File: config.mk
export PLATFORM = sky130hd
export DESIGN_NAME = xs3_serial_adder
export DESIGN_NICKNAME = d
export VERILOG_FILES = /design/src/rtl/xs3_pkg.sv /design/src/rtl/xs3_digit_add.sv /design/src/rtl/xs3_serial_adder.sv
export SDC_FILE = /design/constraint.sdc
export NUM_CORES = 1
export LEC_CHECK = 0
export CAP_MARGIN = 10
export CORE_ASPECT_RATIO = 0.9
export CORE_MARGIN = 8
export CORE_UTILIZATION = 50
export CTS_CLUSTER_DIAMETER = 30
export DETAILED_ROUTE_END_ITERATION = 16
export GPL_TIMING_DRIVEN = 0
export PLACE_DENSITY_LB_ADDON = 0.3
export REMOVE_ABC_BUFFERS = 1
export SYNTH_ARGS = -nofsm -noshare
export SYNTH_HDL_FRONTEND = slang
export SYNTH_HIERARCHICAL = 1
export SYNTH_SLANG_ARGS = --single-unit
export TNS_END_PERCENT = 5
File: constraint.sdc
create_clock -name clk -period 3.6 [get_ports clk]
set_clock_uncertainty 0.1 [all_clocks]
set_input_delay 0.54 -clock clk [delete_from_list [all_inputs] [get_ports clk]]
set_output_delay 0.54 -clock clk [all_outputs]
set_load 0.1 [all_outputs]
File: src/rtl/xs3_pkg.sv
// ============================================================================
// xs3_pkg : excess-3 code constants and adder FSM state encoding
// Rev 1.0
// ============================================================================
`default_nettype none

package xs3_pkg;

    localparam logic [3:0] XS3_BIAS = 4'd3;
    localparam logic [3:0] XS3_MIN  = 4'd3;
    localparam logic [3:0] XS3_MAX  = 4'd12;

    typedef logic [0:0] state_t;
    localparam state_t ST_IDLE = 1'b0;
    localparam state_t ST_RUN  = 1'b1;

    function automatic logic xs3_is_invalid(input logic [3:0] d);
        return (d < XS3_MIN) || (d > XS3_MAX);
    endfunction

endpackage

`default_nettype wire

File: src/rtl/xs3_digit_add.sv
// ============================================================================
// xs3_digit_add : one excess-3 digit add with bias correction and code check
// Rev 1.0
// ============================================================================
`default_nettype none

module xs3_digit_add
    import xs3_pkg::*;
(
    input  logic [3:0] a,
    input  logic [3:0] b,
    input  logic       cin,
    output logic [3:0] digit,
    output logic       cout,
    output logic       invalid
);

    logic [4:0] w_sum;

    assign w_sum   = {1'b0, a} + {1'b0, b} + {4'b0000, cin};
    assign invalid = xs3_is_invalid(a) | xs3_is_invalid(b);

    // Two biases sit in the raw sum: a decimal carry shows up as a binary
    // carry, after which the bias must be restored rather than removed.
    always_comb begin
        digit = w_sum[3:0] - XS3_BIAS;
        cout  = 1'b0;
        if (w_sum[4]) begin
            digit = w_sum[3:0] + XS3_BIAS;
            cout  = 1'b1;
        end
    end

endmodule

`default_nettype wire

File: src/rtl/xs3_serial_adder.sv
// ============================================================================
// xs3_serial_adder : digit-serial (LSD first) excess-3 adder, valid/ready I/O
// Rev 1.0
// ============================================================================
`default_nettype none

module xs3_serial_adder
    import xs3_pkg::*;
#(
    parameter int NDIG = 4
)
(
    input  logic       clk,
    input  logic       rst_n,
    input  logic       in_valid,
    output logic       in_ready,
    input  logic [3:0] a_xs3,
    input  logic [3:0] b_xs3,
    output logic       out_valid,
    input  logic       out_ready,
    output logic [3:0] sum_xs3,
    output logic       out_last,
    output logic       carry_out,
    output logic       err
);

    localparam int              CW     = $clog2(NDIG);
    localparam logic [CW-1:0]   C_LAST = CW'(NDIG - 1);

    state_t          state_q,     state_d;
    logic [CW-1:0]   count_q,     count_d;
    logic            carry_q,     carry_d;
    logic            err_acc_q,   err_acc_d;
    logic            out_valid_q, out_valid_d;
    logic [3:0]      sum_q,       sum_d;
    logic            out_last_q,  out_last_d;
    logic            carry_out_q, carry_out_d;
    logic            err_q,       err_d;

    logic            w_in_fire;
    logic            w_out_fire;
    logic            w_cin;
    logic [3:0]      w_digit;
    logic            w_cout;
    logic            w_invalid;

    assign in_ready   = ~out_valid_q | out_ready;
    assign w_in_fire  = in_valid & in_ready;
    assign w_out_fire = out_valid_q & out_ready;
    assign w_cin      = (state_q == ST_RUN) ? carry_q : 1'b0;

    xs3_digit_add u_digit_add (
        .a       (a_xs3),
        .b       (b_xs3),
        .cin     (w_cin),
        .digit   (w_digit),
        .cout    (w_cout),
        .invalid (w_invalid)
    );

    always_comb begin
        state_d     = state_q;
        count_d     = count_q;
        carry_d     = carry_q;
        err_acc_d   = err_acc_q;
        out_valid_d = out_valid_q;
        sum_d       = sum_q;
        out_last_d  = out_last_q;
        carry_out_d = carry_out_q;
        err_d       = err_q;

        if (w_in_fire) begin
            out_valid_d = 1'b1;
            sum_d       = w_digit;
            if (count_q == C_LAST) begin
                // MSD: publish operand-level status and rearm for next operand
                state_d     = ST_IDLE;
                count_d     = '0;
                carry_d     = 1'b0;
                err_acc_d   = 1'b0;
                out_last_d  = 1'b1;
                carry_out_d = w_cout;
                err_d       = err_acc_q | w_invalid;
            end else begin
                state_d     = ST_RUN;
                count_d     = count_q + 1'b1;
                carry_d     = w_cout;
                err_acc_d   = err_acc_q | w_invalid;
                out_last_d  = 1'b0;
                carry_out_d = 1'b0;
                err_d       = 1'b0;
            end
        end else if (w_out_fire) begin
            out_valid_d = 1'b0;
            sum_d       = '0;
            out_last_d  = 1'b0;
            carry_out_d = 1'b0;
            err_d       = 1'b0;
        end
    end

    always_ff @(posedge clk or negedge rst_n) begin
        if (!rst_n) begin
            state_q     <= ST_IDLE;
            count_q     <= '0;
            carry_q     <= 1'b0;
            err_acc_q   <= 1'b0;
            out_valid_q <= 1'b0;
            sum_q       <= '0;
            out_last_q  <= 1'b0;
            carry_out_q <= 1'b0;
            err_q       <= 1'b0;
        end else begin
            state_q     <= state_d;
            count_q     <= count_d;
            carry_q     <= carry_d;
            err_acc_q   <= err_acc_d;
            out_valid_q <= out_valid_d;
            sum_q       <= sum_d;
            out_last_q  <= out_last_d;
            carry_out_q <= carry_out_d;
            err_q       <= err_d;
        end
    end

    assign out_valid = out_valid_q;
    assign sum_xs3   = sum_q;
    assign out_last  = out_last_q;
    assign carry_out = carry_out_q;
    assign err       = err_q;

endmodule

`default_nettype wire

==> out/results.tsv <==
metric	value	unit
core area	1900	sq um
GPL Wtd Cong	0.731	
initial antenna violation count	0	
CP max stage delay	1000	ps
drt initial violations	15	
Final Hold Viols	0	
Final WS setup	98.2	ps
Area growth syn-to-layout	23.6	%
ANT cells	0	
final WL	2060	um
power per cell area	728	nW/um^2
HP Class	register to register	
post-synthesis instance total	98	
Non-Filler Instances	144	
Core Util, Final	64.6	%
Worst IR Drop VDD	0.571	mV
Tmin final	3500	ps
outcome	finished clean	
Avg Cell Area, Syn	10.1	sq um
nets	141	
largest net degree at the start of global routing	20	
residual DRC count	0	
synth warn	6	
Ports	21	
cts bufs inserted	3	
vias in the first global route	883	
Slew Viols, Final	0	
clk sink count	13	
Reg area	325	sq um
overall routing resource usage	12.5	%
Die Footprint	3660	sq um
CP Cell Sequence	clkdlybuf4s50_1 -> nor2b_1 -> inv_8 -> clkdlybuf4s50_1	
CP Class	input pin to output pin	
first-pass GRT wire length	3800	um
Least-Margin Pin Slew	979	ps
Post-synth EDFFs	0	
CTS-repair resized insts	0	
layout cells sized above 1	10.9	%
most common flop cell mapped by yosys	dfrtp_1	
synth unique cells	38	
RSZ-0062 raised after global routing	no	
Async S/R FF share, synth	100	%
Sum Neg Setup Slack	0	ps
vias	800	
Initial Utilization	52.3	%
most frequent cells in the layout	20 x clkdlybuf4s50_1, 13 x dfrtp_1, 8 x inv_1, 7 x o21ai_0, 7 x ha_1	
Filler cells	159	
static leakage	0.538	nW
CTS tree	done	
Vias/cell	5.56	
final hold slack	420	ps
DP HPWL	1570	um
Slowest cell on crit path	clkdlybuf4s50_1	
DR WL/cell	14.3	um
Tcrit/Tclk final	97.3	%
die height	58.2	um
most common cell after layout, fill and taps aside	clkdlybuf4s50_1	
chip width	62.9	um
worst-path fanout max	9	
row count	15	
dpl cells	140	
Buf+Inv Stages, Crit Path	3	
Top delay family on crit path	buffers and inverters	
Worst Setup End Kind	output pin	
GRT overflow	0	
multi-input gate area in the final layout	597	sq um
mapped cell area	991	sq um
register area share after synthesis	32.8	%
setup violators final	0	
post-CTS setup buffers	0	
Skew-Pair Late Insertion Delay	280	ps
pre-CTS WS	85.2	ps
CTS Root Cell	clkbuf_4	
H-tree depth	1	
I/O Buffers	20	
Worst Path Required	2960	ps
FMAX	0.286	GHz
CTS Buffer Depth	2	
Rel. slew slack	34.5	%
register bit total from synthesis	13	
DRT antenna net count	0	
first-pass detailed-route iteration total	4	
clock-pin slew on the worst setup and hold paths	80	ps
most used cell, CP	clkdlybuf4s50_1	
crit start category	input pin	
number of max-cap violations	0	
Worst Path Arrival	2860	ps
Post-CTS Hold Buffers	0	
cell type report:
class / count / area share, %
Clock buffer: 4 / 2.15
Inverter: 10 / 3.68
Multi-Input combinational cell: 72 / 48.7
Sequential cell: 13 / 26.6
Tap cell: 25 / 2.55
Timing Repair Buffer: 20 / 16.3
Yosys cell counts, types with 2 or more instances:
cell type	number	share of area [%]
o21ai_0	7	3.5
fa_1	2	4.0
dfrtp_1	13	33
ha_1	7	8.8
xnor2_1	4	3.5
nand3_1	2	1.0
o211ai_1	2	1.5
nand2b_1	3	1.9
a32oi_1	5	4.4
nand2_1	2	0.76
a31oi_1	4	2.5
nor2_1	3	1.1
inv_1	8	3.0
mux2i_1	6	6.1
a21oi_1	6	3.0
mux2_4	2	3.0
registers in the layout (all words and copies together) (netlist names):
name and flops:
out_last 1, count_q 2, err 1, err_acc_q 1
state_q 1, out_valid 1, carry_q 1, carry_out 1
sum_xs3 4
worst paths after layout:
path,startpoint,endpoint,slack [ps],cells past startpoint
min,carry_out$_DFFE_PN0P_,carry_out$_DFFE_PN0P_,420,2
max in group asynchronous,rst_n,carry_out$_DFFE_PN0P_,2460,1
min reg2reg,carry_out$_DFFE_PN0P_,carry_out$_DFFE_PN0P_,420,2
max,out_ready,in_ready,100,4
min in group asynchronous,rst_n,err_acc_q$_DFFE_PN0P_,540,1
max reg2reg,state_q$_DFFE_PN0P_,sum_xs3[3]$_DFFE_PN0P_,960,12
worst min-delay path: cells and delay by family, from the launching register on:
kind | cells | cell delay, ps
AOI/OAI and AO/OA | 1 | 60
DFF | 1 | 360
and+or+nand+nor | 1 | 60
routing by layer:
layer,up-vias,share of wire (%),global-route usage [%]
met5,-,0,0
met4,0,0.58,3.25
met3,2,6.0,4.62
met2,23,40,19.9
met1,372,53,15.5
li1,403,-,-
kinds of logic after synthesis:
group / Yosys count / share of synthesized area [%]
DFF: 13 / 32.8
and+or+nand+nor: 15 / 8.59
adders and majority gates: 10 / 14.0
muxes: 8 / 9.09
buffers and inverters: 13 / 6.94
AOI/OAI and AO/OA: 34 / 24.1
xor gates and xnor gates: 5 / 4.42
per-stage QoR:
stage               total power [mW]  cell area (sq um)
floorplan                      0.671                967
global placement               0.792               1200
detailed placement             0.803               1200
CTS                            0.901               1220
global route                   0.953               1220
finish                         0.891               1220
power by group:
group / switching (mW) / internal (mW) / leakage [nW] / total [mW]
combinational: 0.369 / 0.189 / 0.365 / 0.558
clock: 0.0491 / 0.0430 / 0.0150 / 0.0921
sequential: 0.0411 / 0.200 / 0.158 / 0.241
total: 0.459 / 0.432 / 0.538 / 0.891
Note: power is estimated with default switching activity, not from simulation.
==> patch: new RTL, same settings <==
Make the reset (`rst_n`) synchronous in one clocked block.
--- a/src/rtl/xs3_serial_adder.sv
+++ b/src/rtl/xs3_serial_adder.sv
@@ -100,5 +100,5 @@
     end
 
-    always_ff @(posedge clk or negedge rst_n) begin
+    always_ff @(posedge clk) begin
         if (!rst_n) begin
             state_q     <= ST_IDLE;
Formal check against the unedited RTL: differs if rst_n is asserted again (counterexample within 4 cycles, from zero or initial values and one cycle with rst_n low); with rst_n held inactive, the same outputs for 10 cycles.
==> patch against the unedited design <==
  * Utilization rose by 2.2 points
  * Cell area fell by 9.2%
  * Synthesized area fell by 12%
  * Count of clock-buffer cells in the layout did not move
  * Largest cell class unchanged
  * Synthesized cell count rose by 4.1%
  * Final cell count rose by 2.1%
  * Via count fell by 3.0%
  * Highest routed layer unchanged
  * Sequential cell count did not move
  * Setup slack improved by 0.34 ns
  * Routed wire length fell by 7.7%
Power is not compared: it rests on default switching activity, and its combinational part moved more than twofold at a synthesized area within 25%.
==> patch: results (changes against the unedited design) <==
- Status: finished clean
- Wire per inst: 12.9 um (-9.6%)
- GRT met1 Usage: 0.137 (-0.0178)
- Crit path to: sum_xs3[2]
- Share of layout cells above drive strength 1: 0.0894 (-0.0198)
- Synth cell count leaders: 13 x dfxtp_1, 13 x nand2_1, 7 x ha_1, 7 x inv_1
- Crit path from: b_xs3[0]
- Ys Warns: 6 (unchanged)
- R2R cell count: 13 (+1)
- Highest routed metal layer: met4
- Port Buffer Count: 20 (unchanged)
- Peak VDD IR: 0.288 mV
- Fillers: 144 (-9.4%)
- Post-layout net count: 145 (+2.8%)
- P_leak: 0.458 nW
- GRT Overall Usage: 0.125 (+0.000317)
- Gpl congestion: 0.787 (+7.6%)
- Tightest Hold Check Type: flip-flop to flip-flop
- Clock transition at path regs: 0.08 ns (about the same)
- Sequential-to-total area share from yosys stat: 0.298 (-0.0303)
- Crit path max-delay family: adder cells
- Vias in the first global route: 735 (-17%)
- H-Tree Depth: 1 (unchanged)
- Placed inst area: 0.00109 mm2 (-9.4%)
- Pre-CTS setup slack: 0.134 ns (+0.0484 ns)
- Mapped cell area: 873 um2 (-12%)
- Flop2flop setup slack: 0.79 ns (-0.17 ns)
- Met3 WL: 112 um (-9.7%)
- Reg-to-reg startpoint: state_q
- Met3 Use GR: 0.0647 (+0.0185)
- CP max stage cell: clkdlybuf4s50_1
- Library cells used by synthesis: 38 (unchanged)
- First-pass GRT wire length: 3240 um (-15%)
- Setup WS post-layout: 0.435 ns (+0.336 ns)
- Pre-antenna DRT Iters: 4 (unchanged)
- CTS resizes: 0 (unchanged)
- Fraction of registers with async set/reset: 0 (-1.00)
- Initial antenna violation count: 0 (unchanged)
- Metal2 WL: 914 um (+11%)
- Worst Path Arrival: 3.28 ns (+0.42 ns)
- Measured slew at the worst slew-check pin: 0.974 ns (-0.00473 ns)
- Worst path max stage delay: 0.54 ns (-0.46 ns)
- Initial drt markers: 11 (-4)
- Largest net degree at the start of global routing: 20 (unchanged)
- Postcts setup bufs: 0 (unchanged)
- Via/cell ratio: 5.28 (-5.0%)
- Met2 GRT Util: 0.209 (+0.0107)
- Flip-flop count of the largest register after layout: 4 (unchanged)
- CTS Buf Count: 3 (unchanged)
- Dpl hpwl: 1550 um (-0.96%)
- Max clock buf depth: 2 (unchanged)
- Ant. Diodes: 0 (unchanged)
- Worst-path maximum fanout: 4 (-5)
- CTS root buf: clkbuf_4
- Post-route met1 wirelength: 861 um (-21%)
- Clock Latency Late Sink: 0.28 ns (about the same)
- Ranking of synthesized cells by area: dfxtp_1 30%, ha_1 10%, nand2_1 5.6%
## patch: cell count changes in the layout (fill, tap and decap cells not counted), moves of 3 or more
cell     change
nor2_1       +3
o22ai_1      +6
mux2i_1      -3
dfxtp_1     +13
nand2_1     +11
a32oi_1      -4
o21ai_0      -4
dfrtp_1     -13
## patch: how the worst min path moves through the flow
stage	startpoint	endpoint	slack (ns)	cells after the start
after floorplan	carry_q	carry_q	0.33	2
after global placement	carry_q	carry_q	0.34	2
after detailed placement	carry_q	carry_q	0.35	2
after CTS	carry_q	carry_q	0.37	2
after global routing	carry_q	carry_q	0.39	2
final	carry_q	carry_q	0.37	2
## patch: stage by stage
stage | util | std cells | total power, mW | hold WS (ns)
after floorplan | - | 99 | 0.324 | 0.330
after global routing | 0.668 | 147 | 0.496 | 0.388
after CTS | 0.668 | 147 | 0.471 | 0.366
final | 0.668 | 147 | 0.466 | 0.366
after global placement | 0.653 | 143 | 0.372 | 0.341
after detailed placement | 0.653 | 143 | 0.378 | 0.353
## patch: cell type report
class,instances,area share
inverter,9,0.0304
tap,24,0.0270
clock buffer,4,0.0236
multi-input combinational,77,0.505
timing repair buffer,20,0.180
sequential,13,0.234
## patch: logic make-up after synthesis
| logic type | Yosys count | synth area share |
|---|---|---|
| and+or+nand+nor | 33 | 0.193 |
| AOI/OAI and AO/OA | 26 | 0.206 |
| DFF | 13 | 0.298 |
| buffers and inverters | 12 | 0.0588 |
| adders and majority gates | 10 | 0.159 |
| xor gates and xnor gates | 5 | 0.0501 |
| muxes | 3 | 0.0344 |
## patch: power by group
group | internal, mW | total, mW | switching [mW] | leakage [nW]
Combinational | 0.0779 | 0.209 | 0.131 | 0.336
Sequential | 0.157 | 0.165 | 0.00798 | 0.107
Clock | 0.0431 | 0.0916 | 0.0485 | 0.0150
